**config.mk**
```make
export PLATFORM = sky130hd
export DESIGN_NAME = fp32_mul_seq
export DESIGN_NICKNAME = d
export VERILOG_FILES = /design/src/rtl/fp32_pkg.sv /design/src/rtl/fp32_unpack.sv /design/src/rtl/fp32_mul_seq.sv
export SDC_FILE = /design/constraint.sdc
export NUM_CORES = 1
export LEC_CHECK = 0
export BUFFER_PORTS_ARGS = -buffer_cell sky130_fd_sc_hd__buf_2
export CORE_MARGIN = 8
export CORE_UTILIZATION = 50
export CTS_BUF_LIST = sky130_fd_sc_hd__clkbuf_2
export DETAILED_ROUTE_END_ITERATION = 16
export GPL_ROUTABILITY_DRIVEN = 1
export HOLD_SLACK_MARGIN = 0.15
export PLACE_DENSITY_LB_ADDON = 0.08
export SYNTH_ARGS = -nofsm -noshare
export SYNTH_HDL_FRONTEND = slang
export SYNTH_HIERARCHICAL = 1
export SYNTH_SLANG_ARGS = --single-unit
```
**constraint.sdc**
```tcl
create_clock -name clk -period 3 [get_ports clk]
set_input_delay 0.45 -clock clk [delete_from_list [all_inputs] [get_ports clk]]
set_output_delay 0.45 -clock clk [all_outputs]
set_load 0.01 [all_outputs]
```
**src/rtl/fp32_pkg.sv**
```systemverilog
// Shared fp32 definitions for the multiplier and the adder: field widths,
// exponent constants, the canonical quiet NaN, FSM states and operand classes.
package fp32_pkg;
    localparam int EXP_W   = 8;
    localparam int MANT_W  = 23;
    localparam int BIAS    = 127;
    localparam int EXP_MAX = 255;

    localparam logic [31:0] QNAN = 32'h7FC00000;

    typedef enum logic [1:0] {
        IDLE,
        MULT,
        NORM,
        DONE
    } state_t;

    typedef enum logic [2:0] {
        ZERO,
        DENORM,
        NORMAL,
        INF,
        NAN
    } class_t;
endpackage

```
**src/rtl/fp32_unpack.sv**
```systemverilog
// Combinational fp32 field split: sign, effective exponent (denormals use 1),
// mantissa with implicit bit inserted, and operand class.
module fp32_unpack
    import fp32_pkg::*;
(
    input  logic [31:0]       x,
    output logic              sign,
    output logic [EXP_W-1:0]  exp_eff,
    output logic [MANT_W:0]   mant,
    output class_t            cls
);
    logic [EXP_W-1:0]  e;
    logic [MANT_W-1:0] f;

    always_comb begin
        e       = x[30:23];
        f       = x[22:0];
        sign    = x[31];
        mant    = {(e != '0), f};
        exp_eff = (e == '0) ? EXP_W'(1) : e;
        if (e == '0)
            cls = (f == '0) ? ZERO : DENORM;
        else if (e == EXP_W'(EXP_MAX))
            cls = (f == '0) ? INF : NAN;
        else
            cls = NORMAL;
    end
endmodule

```
**src/rtl/fp32_mul_seq.sv**
```systemverilog
// Iterative truncating fp32 multiplier (shift-add, BITS_PER_CYCLE bits per MULT cycle).
// Define FP32_MUL_FLAGS_EN to add the {overflow, underflow, invalid} flags output.
module fp32_mul_seq
    import fp32_pkg::*;
#(
    parameter int BITS_PER_CYCLE = 1
) (
    input  logic        clk,
    input  logic        rst,
    input  logic        in_valid,
    output logic        in_ready,
    input  logic [31:0] a,
    input  logic [31:0] b,
    output logic        out_valid,
    input  logic        out_ready,
    output logic [31:0] y,
    output logic        busy
`ifdef FP32_MUL_FLAGS_EN
    ,
    output logic [2:0]  flags
`endif
);
    localparam int N = 24 / BITS_PER_CYCLE;
    localparam logic [4:0] LAST = 5'(N - 1);
    localparam logic signed [9:0] EXP_FLOOR = -10'sd126;

    function automatic logic [31:0] pack(input logic s, input logic signed [9:0] e,
                                         input logic [22:0] m);
        if (e >= 10'sd255)
            return {s, 8'hFF, 23'h0};
        else if (e <= 10'sd0)
            return {s, 31'h0};
        else
            return {s, e[7:0], m};
    endfunction

`ifdef FP32_MUL_FLAGS_EN
    // Only reached for finite nonzero products, so any flush is a real underflow.
    function automatic logic [2:0] range_flags(input logic signed [9:0] e);
        return {(e >= 10'sd255), (e <= 10'sd0), 1'b0};
    endfunction
`endif

    logic              ua_sign, ub_sign;
    logic [EXP_W-1:0]  ua_exp, ub_exp;
    logic [MANT_W:0]   ua_mant, ub_mant;
    class_t            ua_cls, ub_cls;

    fp32_unpack u_unpack_a (.x(a), .sign(ua_sign), .exp_eff(ua_exp), .mant(ua_mant), .cls(ua_cls));
    fp32_unpack u_unpack_b (.x(b), .sign(ub_sign), .exp_eff(ub_exp), .mant(ub_mant), .cls(ub_cls));

    state_t             state;
    logic               sign_p;
    logic signed [9:0]  exp_p;
    logic [47:0]        acc;
    logic [47:0]        mcand;
    logic [23:0]        mplier;
    logic [4:0]         cnt;
    logic [47:0]        pp;

    logic        a_big, b_big, a_zero, b_zero;
    logic        special, special_inv;
    logic [31:0] special_y;

    assign pp = mcand * {{(48 - BITS_PER_CYCLE){1'b0}}, mplier[BITS_PER_CYCLE-1:0]};

    always_comb begin
        a_big       = (ua_cls == INF) || (ua_cls == NAN);
        b_big       = (ub_cls == INF) || (ub_cls == NAN);
        a_zero      = (ua_cls == ZERO);
        b_zero      = (ub_cls == ZERO);
        special     = 1'b1;
        special_inv = 1'b0;
        special_y   = {ua_sign ^ ub_sign, 31'h0};
        if ((a_big && b_zero) || (b_big && a_zero)) begin
            special_y   = QNAN;
            special_inv = 1'b1;
        end else if (a_big || b_big) begin
            special_y = {ua_sign ^ ub_sign, 8'hFF, 23'h0};
        end else if (!(a_zero || b_zero)) begin
            special = 1'b0;
        end
    end

    always_ff @(posedge clk) begin
        if (rst) begin
            state     <= IDLE;
            in_ready  <= 1'b1;
            out_valid <= 1'b0;
            busy      <= 1'b0;
            y         <= '0;
            sign_p    <= 1'b0;
            exp_p     <= '0;
            acc       <= '0;
            mcand     <= '0;
            mplier    <= '0;
            cnt       <= '0;
`ifdef FP32_MUL_FLAGS_EN
            flags     <= '0;
`endif
        end else begin
            case (state)
                IDLE: if (in_valid) begin
                    sign_p   <= ua_sign ^ ub_sign;
                    acc      <= '0;
                    mcand    <= {24'h0, ua_mant};
                    mplier   <= ub_mant;
                    cnt      <= '0;
                    exp_p    <= $signed({2'b00, ua_exp}) + $signed({2'b00, ub_exp}) - 10'(BIAS);
                    in_ready <= 1'b0;
                    busy     <= 1'b1;
                    if (special) begin
                        y         <= special_y;
                        out_valid <= 1'b1;
                        state     <= DONE;
`ifdef FP32_MUL_FLAGS_EN
                        flags     <= {2'b00, special_inv};
`endif
                    end else begin
                        state <= MULT;
                    end
                end
                MULT: begin
                    acc    <= acc + pp;
                    mcand  <= mcand << BITS_PER_CYCLE;
                    mplier <= mplier >> BITS_PER_CYCLE;
                    cnt    <= cnt + 5'd1;
                    if (cnt == LAST)
                        state <= NORM;
                end
                NORM: begin
                    if (acc[47]) begin
                        y         <= pack(sign_p, exp_p + 10'sd1, acc[46:24]);
                        out_valid <= 1'b1;
                        state     <= DONE;
`ifdef FP32_MUL_FLAGS_EN
                        flags     <= range_flags(exp_p + 10'sd1);
`endif
                    end else if (acc[46] || (exp_p <= EXP_FLOOR)) begin
                        y         <= pack(sign_p, exp_p, acc[45:23]);
                        out_valid <= 1'b1;
                        state     <= DONE;
`ifdef FP32_MUL_FLAGS_EN
                        flags     <= range_flags(exp_p);
`endif
                    end else begin
                        // Denormal operand: walk the leading one up one bit per cycle.
                        acc   <= acc << 1;
                        exp_p <= exp_p - 10'sd1;
                    end
                end
                DONE: if (out_ready) begin
                    state     <= IDLE;
                    out_valid <= 1'b0;
                    in_ready  <= 1'b1;
                    busy      <= 1'b0;
`ifdef FP32_MUL_FLAGS_EN
                    flags     <= '0;
`endif
                end
                default: state <= IDLE;
            endcase
        end
    end

    logic unused_special_inv;
    assign unused_special_inv = special_inv;
endmodule

```
==> results.json <==
{
  "synthesis.area_per_instance_um2": 7.99,
  "start_util": 0.506,
  "finalWeightedCongestion": 0.929,
  "cts_tree": "yes",
  "ant_nets": 0,
  "synth_enable_flop_cells": 0,
  "timing.final.crit_share": 1.07,
  "area_enclosed_by_the_die_boundary_mm2": 0.0288,
  "remaining_drc_errors": 0,
  "place.port_buffers": 102,
  "critical_path_class": "flop to flop",
  "violations": "setup timing",
  "grt_antenna_before_repair": 2,
  "async_flop_share": 0,
  "die_h_um": 170,
  "grt_start_max_net_pins": 80,
  "setup.reg_to_reg.worst_slack_ps": -210,
  "timing.critical_path.slowest_cell_delay_ps": 460,
  "ys.flop_type": "dfxtp_1",
  "io-pin-count": 103,
  "fin_ws_ps": -213,
  "htree_num_levels": 4,
  "fp.coreArea_mm2": 0.0233,
  "worstMarginPinSlew_ps": 1010,
  "rsz0062_at_grt": "yes",
  "post_synth_num_cell_types": 69,
  "detail_route.wl_per_cell_um": 17.2,
  "cellLeakagePower_nw": 6.38,
  "power_w": 0.00939,
  "count_of_buffering_cells_on_the_critical_path_with_inverters_included": 3,
  "synth_nets": 1618,
  "clock.fmax_mhz": 311,
  "simple_gate_fraction_of_synth_area": 0.187,
  "ys_seq_area_frac": 0.294,
  "clock_path_buffers": 2,
  "yosys.area_share.xor_xnor": 0.0423,
  "min_delay_path_depth": 4,
  "min-delay-start": "a[21]",
  "ys_seq_elements": 173,
  "cts_root_buffer": "clkbuf_2",
  "clk_pin_slew_ps": 320,
  "fp-row-count": 56,
  "count_of_mapped_cells_out_of_synthesis": 1476,
  "via_count": 11935,
  "dominant_combinational_cell_family_by_area_after_synthesis": "compound AO/OA/AOI/OAI gates",
  "slew_headroom": 0.329,
  "max-vdd-ir-drop_mv": 0.548,
  "path_common_cell": "o21ai_2",
  "globalRouteTotalUtil": 0.238,
  "critical-path-top-delay-family": "compound AO/OA/AOI/OAI gates",
  "slew_viol_final": 0,
  "via_count_of_the_first_global_routing_pass": 11644,
  "yosys_warnings": 6,
  "final_setup_violations": 17,
  "worstHoldPathType": "primary input to flop",
  "global_route.overflow_total": 0,
  "final_period_minus_worst_setup_slack_ps": 3210,
  "reg2reg_to": "acc[46]",
  "fin_worst_skew_ps": 58.8,
  "drtPass1Iterations": 8,
  "share_of_cell_area_taken_by_muxes_after_synthesis": 0.0461,
  "post_route_cells_drive_above_1_share": 0.289,
  "cp_max_fo": 6,
  "max_cap_viol_count": 0,
  "worstPathArrival_ps": 3880,
  "worst_skew_pair.late_latency_ps": 790,
  "first_iter_violations": 937,
  "synth-compound-area-share": 0.272,
  "dp_slack_ps": -502,
  "holdWs_ps": 208,
  "timing.hold.worst_endpoint": "mcand[21]",
  "worstPathCellList": "buf_6 -> and2_4 -> buf_6 -> fa_2 -> a211oi_4 -> o21ai_2 -> a22oi_2 -> o21ai_2 -> a31oi_4 -> o41ai_4 -> buf_4 -> o21ai_4 -> o21ai_2 -> mux2i_1 -> a311o_1",
  "grt_first_pass_wirelength_um": 57100,
  "hpwlAfterDp_um": 24400,
  "p_per_area_mw_per_mm2": 612,
  "report.final.hold_viol_count": 0,
  "cts_buffers": 17,
  "result_of_the_run": "finished, violations left",
  "detail_route.vias_per_cell": 5.78,
  "critical_path.startpoint_type": "flop",
  "setup.worst_path.end_class": "flop",
  "layout-area-overhead-vs-synth_pct": 30.1,
  "clock-sinks": 173,
  "totalWireLength_um": 35500,
  "rr_worst_depth": 15,
  "slowest_cell_on_the_critical_path": "dfxtp_4",
  "post_synth_instance_area_mm2": 0.0118,
  "crit_required_ps": 3670,
  "synth_adder_area_share": 0.0797,
  "die_x_um": 170,
  "regToRegStartpoint": "mplier[0]",
  "final_nets": 1874
}
state kept, by name (all words and copies together) (netlist names):
| signal | count |
|---|---|
| state | 2 |
| mplier | 24 |
| sign_p | 1 |
| in_ready | 1 |
| acc | 48 |
| busy | 1 |
| out_valid | 1 |
| y | 32 |
| mcand | 48 |
| cnt | 5 |
| exp_p | 10 |
per-layer routing:
metal	part of all wire	up-vias	wire (um)	global-route usage
li1	-	5919	-	-
met3	0.043	46	1530	0.0395
met4	0.019	0	677	0.0635
met1	0.45	5673	16100	0.302
met5	0	-	0	0
met2	0.48	297	17200	0.410
worst min-delay path: cells and delay by family:
family | cells | cell delay, ps
buffers and inverters | 2 | 180
muxes | 1 | 90
AOI/OAI and AO/OA | 1 | 230
cell usage after synthesis (3+ instances only):
cell / number / area, um^2
a21o_1: 27 / 203
and3_1: 6 / 37.5
a221oi_1: 5 / 43.8
o21a_1: 6 / 45.0
o21ai_1: 4 / 20.0
mux2i_1: 51 / 510
a22oi_1: 54 / 405
buf_1: 4 / 15.0
a22o_1: 14 / 123
dfxtp_1: 173 / 3460
nor4_1: 17 / 106
mux2_2: 3 / 33.8
xor2_1: 18 / 158
a211oi_1: 87 / 653
buf_2: 5 / 25.0
or3_1: 10 / 62.6
nand3_1: 21 / 105
nor2_2: 4 / 25.0
nor2b_1: 5 / 31.3
inv_1: 32 / 120
nor3_1: 25 / 125
a2111oi_0: 3 / 26.3
xnor2_1: 39 / 342
o22ai_1: 15 / 93.8
nand4_1: 18 / 113
a21oi_1: 91 / 455
nand2_1: 102 / 383
buf_4: 49 / 368
nor2_1: 178 / 668
a222oi_1: 37 / 370
or2_2: 3 / 18.8
nand2b_1: 11 / 68.8
buf_6: 3 / 33.8
ha_1: 72 / 901
o21ai_0: 61 / 305
a21boi_0: 3 / 22.5
clkbuf_1: 101 / 379
o21bai_1: 9 / 67.6
o31ai_1: 3 / 22.5
and2_1: 56 / 350
a31oi_1: 12 / 75.1
worst max path at each step:
| stage | from | depth (start not counted) | end |
|---|---|---|---|
| after floorplan | mplier[0] | 14 | acc[46] |
| after global placement | a[16] | 13 | y[29] |
| after CTS | mplier[0] | 21 | acc[6] |
| final | mplier[0] | 15 | acc[46] |
| after detailed placement | a[16] | 12 | y[5] |
| after global routing | mplier[0] | 15 | acc[46] |
cell type report:
class                      instances  area [um^2]
inverter                          32          120
clock inverter                    15          173
clock buffer                      17         85.1
tap                              319          399
timing repair buffer             399         3010
antenna                            2         5.00
multi-input combinational       1109         8080
sequential                       173         3470
fill                            1987         7990
through the flow:
step / instance area (um^2) / instances / utilization / TNS (ps)
2_1_floorplan: 11800 / 1476 / - / -78.7
3_3_place_gp: 13700 / 1961 / 0.587 / -18450
3_5_place_dp: 13700 / 1961 / 0.587 / -20210
4_1_cts: 15000 / 2062 / 0.644 / -1430
5_1_grt: 15300 / 2066 / 0.658 / -4060
6_report: 15300 / 2066 / 0.658 / -2090
what timing repair did:
| action | 4_1_cts | 5_1_grt |
|---|---|---|
| cloned | 1 | 0 |
| pin swaps | 50 | 35 |
| resized for setup | 88 | 69 |
| hold buffers | 51 | 0 |
| hold endpoints to repair | 75 | 0 |
| setup buffers | 19 | 3 |
| setup endpoints to repair | 27 | 65 |
report_power, final:
part	internal, W	leakage (nW)	switching, W
sequential	0.00279	1.41	0.000341
combinational	0.00200	4.82	0.00294
clock	0.000352	0.148	0.000976
total	0.00514	6.38	0.00426
cells by family after synthesis:
logic type / count (synthesis)
fa+ha+maj: 74
flops: 173
compound gates: 457
simple gates: 467
mux: 54
buf+inv: 194
xor+xnor: 57
placed cells by master (no fill, tap or decap), types with 32 or more instances in the layout:
cell type / n
xnor2_1: 38
nand2_1: 98
a211oi_1: 79
mux2i_1: 50
a22oi_1: 52
buf_2: 101
and2_1: 46
o21ai_0: 49
buf_4: 220
a222oi_1: 37
nor2_1: 174
dfxtp_1: 169
inv_1: 32
dlygate4sd3_1: 51
a21oi_1: 72
ha_1: 56
Power figures use the tool's default switching activity.
